[config.mk]
export PLATFORM = sky130hd
export DESIGN_NAME = uart_rx_flat
export DESIGN_NICKNAME = d
export VERILOG_FILES = /design/src/rtl/uart_rx_if.sv /design/src/rtl/uart_rx.sv /design/src/flat_wrapper.sv
export SDC_FILE = /design/constraint.sdc
export NUM_CORES = 1
export LEC_CHECK = 0
export ABC_AREA = 1
export CORE_AREA = 2 2 68 70
export CTS_CLUSTER_DIAMETER = 100
export CTS_CLUSTER_SIZE = 20
export DETAILED_ROUTE_END_ITERATION = 16
export DIE_AREA = 0 0 70 72
export PLACE_DENSITY = 0.75
export SLEW_MARGIN = 30
export SYNTH_ARGS = -nofsm -noshare
export SYNTH_HDL_FRONTEND = slang
export SYNTH_SLANG_ARGS = --single-unit
export TNS_END_PERCENT = 50
[constraint.sdc]
create_clock -name i_clk -period 3 [get_ports i_clk]
set_clock_uncertainty 0.2 [all_clocks]
set_input_delay 0.3 -clock i_clk [delete_from_list [all_inputs] [get_ports i_clk]]
set_output_delay 0.3 -clock i_clk [all_outputs]
set_load 0.01 [all_outputs]
[src/rtl/uart_rx_if.sv]
// rtl/uart_rx_if.sv - byte delivery handshake between uart_rx and its consumer
interface uart_rx_if;
    logic [7:0] rx_data;
    logic       rx_valid;
    logic       rx_ack;
    logic       rx_overrun;
    logic       frame_err;
    logic       parity_err;

    modport master (
        output rx_data,
        output rx_valid,
        input  rx_ack,
        output rx_overrun,
        output frame_err,
        output parity_err
    );

    modport slave (
        input  rx_data,
        input  rx_valid,
        output rx_ack,
        input  rx_overrun,
        input  frame_err,
        input  parity_err
    );
endinterface

[src/rtl/uart_rx.sv]
// rtl/uart_rx.sv - 8N1 UART receiver with valid/ack byte delivery; UART_RX_PARITY_EN adds 8E1 parity
module uart_rx #(
    parameter int CLKS_PER_BIT = 234
) (
    input  logic       i_clk,
    input  logic       i_rst,
    input  logic       i_rx_pin,
    output logic [5:0] o_led,
    uart_rx_if.master  bus
);
    localparam int HALF = CLKS_PER_BIT / 2;
    localparam logic [15:0] BIT_END  = 16'(CLKS_PER_BIT - 1);
    localparam logic [15:0] HALF_END = 16'(HALF - 1);

    localparam logic [2:0] S_IDLE   = 3'd0;
    localparam logic [2:0] S_START  = 3'd1;
    localparam logic [2:0] S_DATA   = 3'd2;
`ifdef UART_RX_PARITY_EN
    localparam logic [2:0] S_PARITY = 3'd3;
`endif
    localparam logic [2:0] S_STOP   = 3'd4;
    localparam logic [2:0] S_BREAK  = 3'd5;

    logic        r_sync1;
    logic        r_rx_s;
    logic [2:0]  r_state;
    logic [15:0] r_cnt;
    logic [2:0]  r_idx;
    logic [7:0]  r_shreg;
    logic [7:0]  r_rx_data;
    logic        r_rx_valid;
    logic        r_rx_overrun;
    logic        r_frame_err;
    logic        w_bit_end;
    logic        w_half_end;
    logic        w_stop_good;

    assign w_bit_end  = (r_cnt == BIT_END);
    assign w_half_end = (r_cnt == HALF_END);

`ifdef UART_RX_PARITY_EN
    logic r_par_bad;
    logic r_parity_err;
    assign w_stop_good = (r_state == S_STOP) && w_bit_end && r_rx_s && !r_par_bad;
    assign bus.parity_err = r_parity_err;
`else
    assign w_stop_good = (r_state == S_STOP) && w_bit_end && r_rx_s;
    assign bus.parity_err = 1'b0;
`endif

    always_ff @(posedge i_clk) begin
        if (i_rst) begin
            r_sync1 <= 1'b1;
            r_rx_s  <= 1'b1;
        end else begin
            r_sync1 <= i_rx_pin;
            r_rx_s  <= r_sync1;
        end
    end

    always_ff @(posedge i_clk) begin
        if (i_rst) begin
            r_state     <= S_IDLE;
            r_cnt       <= 16'd0;
            r_idx       <= 3'd0;
            r_shreg     <= 8'd0;
            r_frame_err <= 1'b0;
`ifdef UART_RX_PARITY_EN
            r_par_bad    <= 1'b0;
            r_parity_err <= 1'b0;
`endif
        end else begin
            r_frame_err <= 1'b0;
`ifdef UART_RX_PARITY_EN
            r_parity_err <= 1'b0;
`endif
            case (r_state)
                S_IDLE: begin
                    if (!r_rx_s) begin
                        r_state <= S_START;
                        r_cnt   <= 16'd0;
                    end
                end
                S_START: begin
                    r_cnt <= r_cnt + 16'd1;
                    if (w_half_end) begin
                        if (!r_rx_s) begin
                            r_state <= S_DATA;
                            r_cnt   <= 16'd0;
                            r_idx   <= 3'd0;
                        end else begin
                            r_state <= S_IDLE;
                        end
                    end
                end
                S_DATA: begin
                    r_cnt <= r_cnt + 16'd1;
                    if (w_bit_end) begin
                        r_shreg <= {r_rx_s, r_shreg[7:1]};
                        r_cnt   <= 16'd0;
                        r_idx   <= r_idx + 3'd1;
                        if (r_idx == 3'd7) begin
`ifdef UART_RX_PARITY_EN
                            r_state <= S_PARITY;
`else
                            r_state <= S_STOP;
`endif
                        end
                    end
                end
`ifdef UART_RX_PARITY_EN
                S_PARITY: begin
                    r_cnt <= r_cnt + 16'd1;
                    if (w_bit_end) begin
                        r_par_bad <= ^r_shreg ^ r_rx_s;
                        r_cnt     <= 16'd0;
                        r_state   <= S_STOP;
                    end
                end
`endif
                S_STOP: begin
                    r_cnt <= r_cnt + 16'd1;
                    if (w_bit_end) begin
                        r_cnt <= 16'd0;
`ifdef UART_RX_PARITY_EN
                        r_parity_err <= r_par_bad;
`endif
                        // Returning to IDLE half a bit early lets the next start edge resync.
                        if (!r_rx_s) begin
                            r_frame_err <= 1'b1;
                            r_state     <= S_BREAK;
                        end else begin
                            r_state <= S_IDLE;
                        end
                    end
                end
                S_BREAK: begin
                    if (r_rx_s) r_state <= S_IDLE;
                end
                default: r_state <= S_IDLE;
            endcase
        end
    end

    always_ff @(posedge i_clk) begin
        if (i_rst) begin
            r_rx_data    <= 8'd0;
            r_rx_valid   <= 1'b0;
            r_rx_overrun <= 1'b0;
        end else if (w_stop_good) begin
            r_rx_data  <= r_shreg;
            r_rx_valid <= 1'b1;
            if (r_rx_valid && !bus.rx_ack)
                r_rx_overrun <= 1'b1;
            else if (r_rx_valid && bus.rx_ack)
                r_rx_overrun <= 1'b0;
        end else if (r_rx_valid && bus.rx_ack) begin
            r_rx_valid   <= 1'b0;
            r_rx_overrun <= 1'b0;
        end
    end

    assign bus.rx_data    = r_rx_data;
    assign bus.rx_valid   = r_rx_valid;
    assign bus.rx_overrun = r_rx_overrun;
    assign bus.frame_err  = r_frame_err;
    assign o_led          = ~r_rx_data[5:0];
endmodule
[src/flat_wrapper.sv]
// flat-port wrapper written by rule: the top's interface ports become plain ports
module uart_rx_flat 
#(
    parameter int CLKS_PER_BIT = 234
)
  (i_clk, i_rst, i_rx_pin, o_led, bus_rx_data, bus_rx_valid, bus_rx_ack, bus_rx_overrun, bus_frame_err, bus_parity_err);
  uart_rx_if bus_i ();
  input  logic i_clk;
  input  logic i_rst;
  input  logic i_rx_pin;
  output logic [5:0] o_led;
  output wire logic [$bits(bus_i.rx_data)-1:0] bus_rx_data;
  output wire logic [$bits(bus_i.rx_valid)-1:0] bus_rx_valid;
  input wire logic [$bits(bus_i.rx_ack)-1:0] bus_rx_ack;
  output wire logic [$bits(bus_i.rx_overrun)-1:0] bus_rx_overrun;
  output wire logic [$bits(bus_i.frame_err)-1:0] bus_frame_err;
  output wire logic [$bits(bus_i.parity_err)-1:0] bus_parity_err;
  assign bus_rx_data = bus_i.rx_data;
  assign bus_rx_valid = bus_i.rx_valid;
  assign bus_i.rx_ack = bus_rx_ack;
  assign bus_rx_overrun = bus_i.rx_overrun;
  assign bus_frame_err = bus_i.frame_err;
  assign bus_parity_err = bus_i.parity_err;
  uart_rx #(.CLKS_PER_BIT(CLKS_PER_BIT)) u_core (.i_clk(i_clk), .i_rst(i_rst), .i_rx_pin(i_rx_pin), .o_led(o_led), .bus(bus_i));
endmodule
# After elaboration in Yosys (flattened, before gate mapping)
# Index checks and enable logic that the tools add are counted.
# word_totals
out_inout_bits	18
elab_cells	68
latchBits	0
ff_bits	43
mem_bits_rw	0
inputBits	4
mem_count	0
romBits	0
# classes
muxes	24
shifts	0
div_mod_pow	0
add_sub_neg	2
n_lt_le_gt_ge	0
bitwise_logic	3
n_mul	0
n_reduce_logical	15
eq_ne	14
# op_table
operator	count
2-to-1 mux 16 bit	4
case mux 16 bit (3 select lines)	1
2-to-1 mux 3 bit	10
adder 16 x 1 -> 16 bit (second input constant)	1
equality test 16 x 7 -> 1 bit (second input constant)	1
equality test 16 x 8 -> 1 bit (second input constant)	1
case mux 3 bit (5 select lines)	1
inequality test 2 x 1 -> 1 bit (second input constant)	5
equality test 3 bit (second input constant)	3
2-to-1 mux 1 bit	6
NOT 6 bit	1
case mux 3 bit (2 select lines)	1
AND reduction 6 bit	1
logical AND 1 bit	4
inequality test 2 bit (second input constant)	2
AND reduction 2 bit	2
AND reduction 4 bit	1
nonzero test 2 bit	2
adder 3 x 1 -> 3 bit (second input constant)	1
equality test 3 x 1 -> 1 bit (second input constant)	1
equality test 3 x 2 -> 1 bit (second input constant)	1
logical NOT 3 bit	1
nonzero test 3 bit	1
OR reduction 3 bit	1
other kinds (4)	5

# Logic depth before layout (Yosys ltp)
# logic_depth
word_depth	4
ltp_mapped	12
mapped_depth_nobuf	12

# Worst setup path after synthesis
# Ideal clock, no wire load.
# synth_path
path_kind	register -> register
start	register u_core.r_cnt[0]
end	register u_core.r_cnt[10]
path_slack_ns	1.385
t_arrival_ns	1.296
path_buffers	0
period_less_slack_ns	1.615
required_time_ns	2.681
setup_ns	0.119
path_stages_with_launch	10
cell_sequence	dfxtp_1 > inv_1 > ha_1 > nand3_1 > nor2_1 > nand2_1 > o21bai_2 > nand2_1 > nor2_4 > nor2_1
# synth_via
elab_chain_len	4
word_cells_on_any_way	7
cone_classes	1 x add/sub; 2 x eq/ne; 4 x mux
# synth_lines
element	line	text
from (decl)	uart_rx.sv:27	logic [15:0] r_cnt;
from (signal assigned)	uart_rx.sv:85	r_cnt <= r_cnt + 16'd1;
from (signal assigned)	uart_rx.sv:97	r_cnt <= r_cnt + 16'd1;
from (signal assigned)	uart_rx.sv:122	r_cnt <= r_cnt + 16'd1;
adder 16 x 1 -> 16 bit	uart_rx.sv:85, uart_rx.sv:97, uart_rx.sv:122	
2-to-1 mux 16 bit	uart_rx.sv:87	if (!r_rx_s) begin
2-to-1 mux 16 bit	uart_rx.sv:86	if (w_half_end) begin
case mux 16 bit (3 select lines) *	uart_rx.sv:77	case (r_state)
# Every way passes the cells marked *; elsewhere a longest branch is shown, timed or not.
# A chain may end at the register's enable or synchronous reset.

# Final worst setup path
# Ends and elaborated chain as after synthesis.

==> flow_summary_export.csv <==
group,metric,value,unit
critical_path,cp.arrival,1.86,ns
die,core,4260,µm²
synthesis,ys_seq_area_frac,0.375,
die,die_w,70,µm
final_layout,drive_gt1_frac,0.0884,
die,row_count,24,
routing,vias_per_cell,5.09,
power_and_ir_drop,power.density,640,nW/µm²
synthesis,synth-edff-count,0,
routing,ant_nets,0,
global_route,track_usage,0.196,
place,post_dp_cell_area,2530,µm²
place,dpl.hpwl,3540,µm
timing,fin_crit_sh,0.626,
global_route,antenna_found_initial,0,
synthesis,yosysTopAreaCell,"dfxtp_1",
global_route,grt_max_degree,20,
power_and_ir_drop,vdd_drop_max,0.000350,V
die,io_pins,22,
critical_path,cp_max_fo,8,
synthesis,avgSynthCellArea,6.78,µm²
synthesis,synth-seq-cells,43,
synthesis,async_reset_ff_frac,0,
global_route,grt_overflow,0,
final_layout,nets,370,
critical_path,critPathMaxStageDelay,0.37,ns
timing,fin_tns_setup,0,ns
place,dp.cells,406,
place,io_buffer_count,20,
power_and_ir_drop,power,0.00167,W
routing,drt_iter0_markers,123,
final_layout,final_cell_area,2610,µm²
timing,rsz0062_at_grt,"no",
synthesis,ys_warn_count,0,
critical_path,path_cells,"inv_1 -> ha_1 -> nand3_1 -> nor2_1 -> nand2_1 -> o21bai_2 -> nand2_1 -> nor2_4 -> nor2_1",
routing,wl_per_cell,11.5,µm
hold_path,hold_class,"reg2reg",
routing,first_pass_iters,4,
global_route,grt_pass1_wl,8110,µm
critical_path,critPathCaptureType,"flip-flop",
critical_path,worstSetupPathType,"reg2reg",
routing,routed-via-count,2106,
clock_tree,cts_resized,0,
power_and_ir_drop,seq_power_share,0.388,
critical_path,critPathRequiredTime,2.98,ns
synthesis,yosysMostFrequentCell,"nand2_1",
clock_tree,htreeDepth,2,
clock_tree,cts_num_sinks,43,
place,gp_routability_congestion,0.874,
global_route,grt_pass1_vias,1860,
timing,period_needed,1.88,ns
synthesis,synth_top_area_share,0.375,
synthesis,ys_top_cells_by_area,"dfxtp_1, nand2_1, inv_1, nor2_1, nand3_1",
final_layout,final_cell_count_no_fill,414,
synthesis,synth_cell_types,38,
flow_run,max_cap_violations,0,
die,dieArea,5040,µm²
timing,hold_viol,0,
timing,drv_slew,0,
clock_tree,cts_hold_buf,0,
final_layout,area_growth,13.7,%
clock_tree,insertion_delay,0.29,ns
critical_path,crit_slowest_cell,"dfxtp_1",
clock_tree,numCtsBuffers,5,
power_and_ir_drop,p_int,0.000961,W
power_and_ir_drop,pwr-share-clk,0.214,
clock_tree,cts.clk_slew.worst_paths,0.08,ns
routing,drt_wl_total,4740,µm
synthesis,syn_inst,339,
timing,max_freq,533,MHz
die,start_util,0.539,
synthesis,synthFlopType,"dfxtp_1",
final_layout,antennaDiodeCount,0,
power_and_ir_drop,power_frac_comb,0.398,
outcome,outcome,"completed",
clock_tree,cts_tree,"yes",
clock_tree,post_cts_buffers,0,
routing,drc,0,
clock_tree,clock_path_buffers,2,
synthesis,synth_common_cells,"nand2_1, inv_1, nor2_1, dfxtp_1, nand3_1",
power_and_ir_drop,p_sw,0.000710,W
die,die_h,72,µm
power_and_ir_drop,p_leak,1.14,nW
critical_path,start_kind,"flip-flop",
timing,setup_viol,0,
synthesis,synth_nets,348,
clock_tree,root_buffer,"clkbuf_8",
synthesis,syn_area,2300,µm²
power_and_ir_drop,sw_frac_of_total,0.425,
## metal layers
layer / up-vias / global-route usage / wire, µm
met5: - / 0 / 0
met4: 0 / 0.0577 / 60
met3: 5 / 0.0375 / 156
met2: 27 / 0.344 / 2300
met1: 953 / 0.248 / 2230
li1: 1121 / - / -
## cells in the final DEF (no fill, tap or decap), types with 2 or more instances in the layout
| cell | n |
|---|---|
| nand2_1 | 76 |
| inv_1 | 47 |
| nor2_1 | 45 |
| dfxtp_1 | 43 |
| nand3_1 | 28 |
| a21oi_1 | 22 |
| clkdlybuf4s50_1 | 20 |
| o21ai_0 | 17 |
| nand4_1 | 6 |
| o21ai_1 | 5 |
| ha_1 | 5 |
| clkbuf_8 | 5 |
| o21bai_1 | 4 |
| inv_2 | 3 |
| nor2_2 | 3 |
| nand2_2 | 3 |
| nor3_1 | 3 |
| o211ai_1 | 3 |
| nand2_4 | 2 |
| clkinv_2 | 2 |
| or2_2 | 2 |
| buf_4 | 2 |
## worst max-delay path, delay by kind of cell (launching register included)
family                   cells  cell delay (ns)
buffers and inverters        1             0.12
adder cells (fa/ha/maj)      1             0.15
AO/OA/AOI/OAI                1             0.19
flip-flops                   1             0.37
AND/OR/NAND/NOR              6             0.76
## sequential cells by signal, indices dropped and copies added (netlist names), named ones only
name and count:
u_core.bus.frame_err 1, u_core.bus.rx_data 8, u_core.bus.rx_valid 1, u_core.r_cnt 16, u_core.r_idx 3, u_core.r_rx_s 1, u_core.r_shreg 8, u_core.r_state 3
u_core.r_sync1 1
## metrics by stage
| stage | util | setup slack, ns | hold WS [ns] |
|---|---|---|---|
| 2_1_floorplan | - | 1.39 | 0.189 |
| 3_3_place_gp | 0.593 | 1.06 | 0.193 |
| 3_5_place_dp | 0.593 | 0.990 | 0.198 |
| 4_1_cts | 0.613 | 1.12 | 0.216 |
| 5_1_grt | 0.613 | 0.978 | 0.225 |
| 6_report | 0.613 | 1.12 | 0.227 |
## power by group through the flow
stage / clock [W] / combinational (W) / sequential (W)
floorplan: 0 / 0.000563 / 0.000653
global placement: 0 / 0.000656 / 0.000661
detailed placement: 0 / 0.000667 / 0.000661
CTS: 0.000369 / 0.000670 / 0.000648
global route: 0.000392 / 0.000749 / 0.000654
finish: 0.000357 / 0.000666 / 0.000648
## cells by family (layout without fill, tap and decap cells)
family,Yosys count,in the layout,share of synthesized area
AOI/OAI and AO/OA,57,57,0.144
adders and majority gates,5,5,0.0272
buffers and inverters,60,83,0.113
DFF,43,43,0.375
other,1,1,0.00163
and+or+nand+nor,173,173,0.340
## worst paths after layout
kind,start,end,slack [ns],cells past startpoint
worst max-delay path,u_core.r_cnt[0],u_core.r_cnt[10],1.12,9
worst min register to register,u_core.r_sync1,u_core.r_rx_s,0.23,1
worst max register to register,u_core.r_cnt[0],u_core.r_cnt[10],1.12,9
worst min-delay path,u_core.r_sync1,u_core.r_rx_s,0.23,1
## area by class of cell
cell class                      count  area, µm²
Sequential cell                    43        861
Inverter                           53        208
Clock buffer                        6       72.6
Timing Repair Buffer               22        215
Fill cell                         407       1650
Clock inverter                      2       12.5
Multi-Input combinational cell    236       1180
Tap cell                           52       65.1
Power figures use the tool's default switching activity.
==> edit 1 (same flow settings) <==
Add a define of `UART_RX_PARITY_EN`.
--- a/src/rtl/uart_rx.sv
+++ b/src/rtl/uart_rx.sv
@@ -1,3 +1,5 @@
 // rtl/uart_rx.sv - 8N1 UART receiver with valid/ack byte delivery; UART_RX_PARITY_EN adds 8E1 parity
+`define UART_RX_PARITY_EN
+
 module uart_rx #(
     parameter int CLKS_PER_BIT = 234
Formal check against the unedited RTL: same outputs for any inputs over 10 cycles, from zero or initial values and one cycle with i_rst high; that may be too few to reach the edited logic, so the function may still have changed.
==> edit 1 against the original RTL <==
Area after synthesis rose by 12%; routed wire length up 17%; sequential power increased by 7.9%; power grew 11%; die area is the same; sequential cell count is 2 higher; setup slack worse by 0.37 ns; critical path depth shrank 1; non-clock buffer count grew 1; clock power is 35% higher; via count increased by 15%; design area rose by 11%; maximum frequency down 16%.
==> edit 1: results (changes against the original RTL) <==
- Grt met2 use: 0.3788 (+0.03492)
- Number of fill cells in the layout: 389 (-4.4%)
- First-pass GRT wire length: 9618 um (+19%)
- DP HPWL: 4042 um (+14%)
- Vias in the first global route: 2202 (+18%)
- Placer Congestion: 0.8855 (+1.3%)
- Buffers on Ports: 21 (+5.0%)
- CP Launch Point: u_core.r_state[0]
- FF-to-FF setup slack: 0.75 ns (-0.37 ns)
- Gr usage total: 0.2314 (+0.03509)
- Post-synthesis sequential area ratio: 0.3504 (-0.02416)
- Layout cells sized above 1: 0.06061 (-0.02779)
- P_leak: 1.354 nW (+19%)
- Initial detailed-routing violation count: 152 (+24%)
- Synth top cells by count: nand2_1, nor2_1, inv_1, dfxtp_1, nand3_1
- Fin nets: 437 (+18%)
- Status: complete, no violations
- Detailed-route via count: 2417 (+15%)
- Pre-CTS setup slack: 0.7884 ns (-0.2014 ns)
- Number of distinct library cells after synthesis: 32 (-16%)
- Largest net degree at the start of global routing: 18 (-10%)
- Top post-synthesis cells by area: dfxtp_1, nand2_1, nor2_1
- Max FO, Critical Path: 12 (+4)
- Syn_nets: 419 (+20%)
- Data arrival time of the worst path: 2.23 ns (+0.37 ns)
- Crit path largest cell delay: 0.39 ns (+0.02 ns)
- Worst Setup EP: u_core.r_cnt[15]
- Wire per inst: 11.55 um (+0.85%)
- Worst Reg-to-Reg Cells: 8 (-1)
- Clk_lat worst skew: 0.31 ns (+0.02 ns)
- Internal power: 1.108 mW (+15%)
## edit 1: final cells by class
type	count	area [um^2]	area share
Sequential cell	45	900.9	0.3093
Inverter	58	217.7	0.07474
Multi-Input combinational cell	295	1384	0.4751
Timing Repair Buffer	23	225.2	0.07732
Clock inverter	2	37.54	0.01289
Tap cell	52	65.06	0.02234
Clock buffer	6	82.58	0.02835
## edit 1: logic make-up after synthesis
group,after synthesis,synth area share
and+or+nand+nor,251,0.4170
buffers and inverters,70,0.1114
xor gates and xnor gates,5,0.01703
DFF,45,0.3504
adders and majority gates,5,0.02433
AOI/OAI and AO/OA,34,0.07981
## edit 1: critical path: cells and delay by family (launching register included)
family	cells	cell delay, ns
buffers and inverters	1	0.39
flip-flops	1	0.39
AND/OR/NAND/NOR	7	1.14
## edit 1: routing by layer
layer / vias up / wire (um)
met5: - / 0
met2: 49 / 2466
met3: 7 / 269
met4: 0 / 51
met1: 1050 / 2769
li1: 1311 / -
## edit 1: worst min path at each step
| stage | from | end | slack [ns] |
|---|---|---|---|
| floorplan | u_core.r_sync1 | u_core.r_rx_s | 0.19 |
| finish | u_core.r_sync1 | u_core.r_rx_s | 0.21 |
| global placement | u_core.r_sync1 | u_core.r_rx_s | 0.19 |
| global route | u_core.r_sync1 | u_core.r_rx_s | 0.23 |
| CTS | u_core.r_sync1 | u_core.r_rx_s | 0.22 |
| detailed placement | u_core.r_sync1 | u_core.r_rx_s | 0.20 |
## edit 1: metrics by stage
step | cells | cell area (um^2) | hold WS (ns)
after floorplan | 410 | 2571 | 0.1895
after global placement | 473 | 2793 | 0.1936
after detailed placement | 473 | 2793 | 0.1952
after CTS | 481 | 2913 | 0.2168
after global routing | 481 | 2913 | 0.2308
final | 481 | 2913 | 0.2131
## edit 1: power groups by stage
stage / sequential [mW] / combinational, mW / clock, mW
floorplan: 0.697 / 0.540 / 0
global placement: 0.709 / 0.641 / 0
detailed placement: 0.711 / 0.653 / 0
CTS: 0.698 / 0.661 / 0.495
global route: 0.706 / 0.763 / 0.510
finish: 0.699 / 0.668 / 0.483
==> edit 2 (config.mk and constraints unchanged) <==
Made on the original files. Put a register stage on the output `o_led`, with the module's reset. The value now appears one clock later. The other outputs are not delayed to match.
--- a/src/rtl/uart_rx.sv
+++ b/src/rtl/uart_rx.sv
@@ -165,4 +165,10 @@
     assign bus.rx_overrun = r_rx_overrun;
     assign bus.frame_err  = r_frame_err;
-    assign o_led          = ~r_rx_data[5:0];
+    always_ff @(posedge i_clk) begin
+        if (i_rst) begin
+            o_led <= '0;
+        end else begin
+            o_led <= ~r_rx_data[5:0];
+        end
+    end
 endmodule
Check against the original RTL: not equivalent (a bounded check fails within 4 cycles, from zero or initial values and one cycle with i_rst high).
==> edit 2 against the original RTL <==
Via count down 0.19%; design area is 5.0% higher; area after synthesis up 5.0%; power up 11%; sequential share of layout area up 2.8 points; final cell count is 3.4% lower; maximum frequency down 3.3%; sequential power is 11% higher; non-clock buffer count unchanged; setup slack got worse by 0.064 ns; sequential cell count is 6 higher; count of clock-buffer cells in the layout stayed put; first-iteration DRC count fell by 9.8%; routed wire length rose by 9.3%.
==> edit 2: results (changes against the original RTL) <==
- Pre-CTS setup slack: 1.092 ns (+0.1019 ns)
- Initial detailed-routing violation count: 111 (-9.8%)
- Syn_nets: 336 (-3.4%)
- Max IR drop VDD: 0.4758 mV (+36%)
- Area taken by flip-flops and latches: 980.9 um^2 (+14%)
- Number of distinct library cells after synthesis: 39 (+2.6%)
- Internal power: 1.124 mW (+17%)
- Synth top cells by count: nand2_1, dfxtp_1, nor2_1, inv_1, nand3_1
- Detailed-route via count: 2102 (-0.19%)
- Worst Setup EP: u_core.r_cnt[6]
- Placer Congestion: 0.9374 (+7.3%)
- Layout cells sized above 1: 0.1006 (+0.01218)
- First-pass GRT wire length: 8714 um (+7.5%)
- Data arrival time of the worst path: 1.94 ns (+0.08 ns)
- Vias in the first global route: 1947 (+4.7%)
- Reg2reg end: u_core.r_cnt[6]
- Worst hold margin: 0.2152 ns (-0.01182 ns)
- Number of fill cells in the layout: 389 (-4.4%)
- Final wirelength: 5183 um (+9.3%)
- P_leak: 1.163 nW (+2.4%)
- Largest net degree at the start of global routing: 19 (-5.0%)
- Status: complete, no violations
- Fin nets: 356 (-3.8%)
- Crit path largest cell delay: 0.47 ns (+0.10 ns)
- Post-synthesis sequential area ratio: 0.4066 (+0.03212)
edit 2: logic make-up (layout without fill, tap and decap cells):
family / count (synthesis) / after routing / synth area share
AO/OA/AOI/OAI: 55 / 55 / 0.1286
XOR/XNOR: 3 / 3 / 0.01089
adder cells (fa/ha/maj): 5 / 5 / 0.02593
buffers and inverters: 49 / 70 / 0.08921
flip-flops: 49 / 49 / 0.4066
other: 1 / 1 / 0.001555
AND/OR/NAND/NOR: 165 / 165 / 0.3371
edit 2: area by class of cell:
type                       instances  area share
tap                               52     0.02372
sequential                        49      0.3577
multi-input combinational        229      0.4434
clock buffer                       6     0.02646
timing repair buffer              22     0.07847
inverter                          40     0.05611
clock inverter                     2     0.01414
edit 2: metal layers:
layer | share of wire | vias up | track usage
met5 | 0 | - | 0
li1 | - | 1096 | -
met3 | 0.043 | 7 | 0.05278
met2 | 0.48 | 38 | 0.3608
met4 | 0.012 | 0 | 0.07479
met1 | 0.46 | 961 | 0.2731
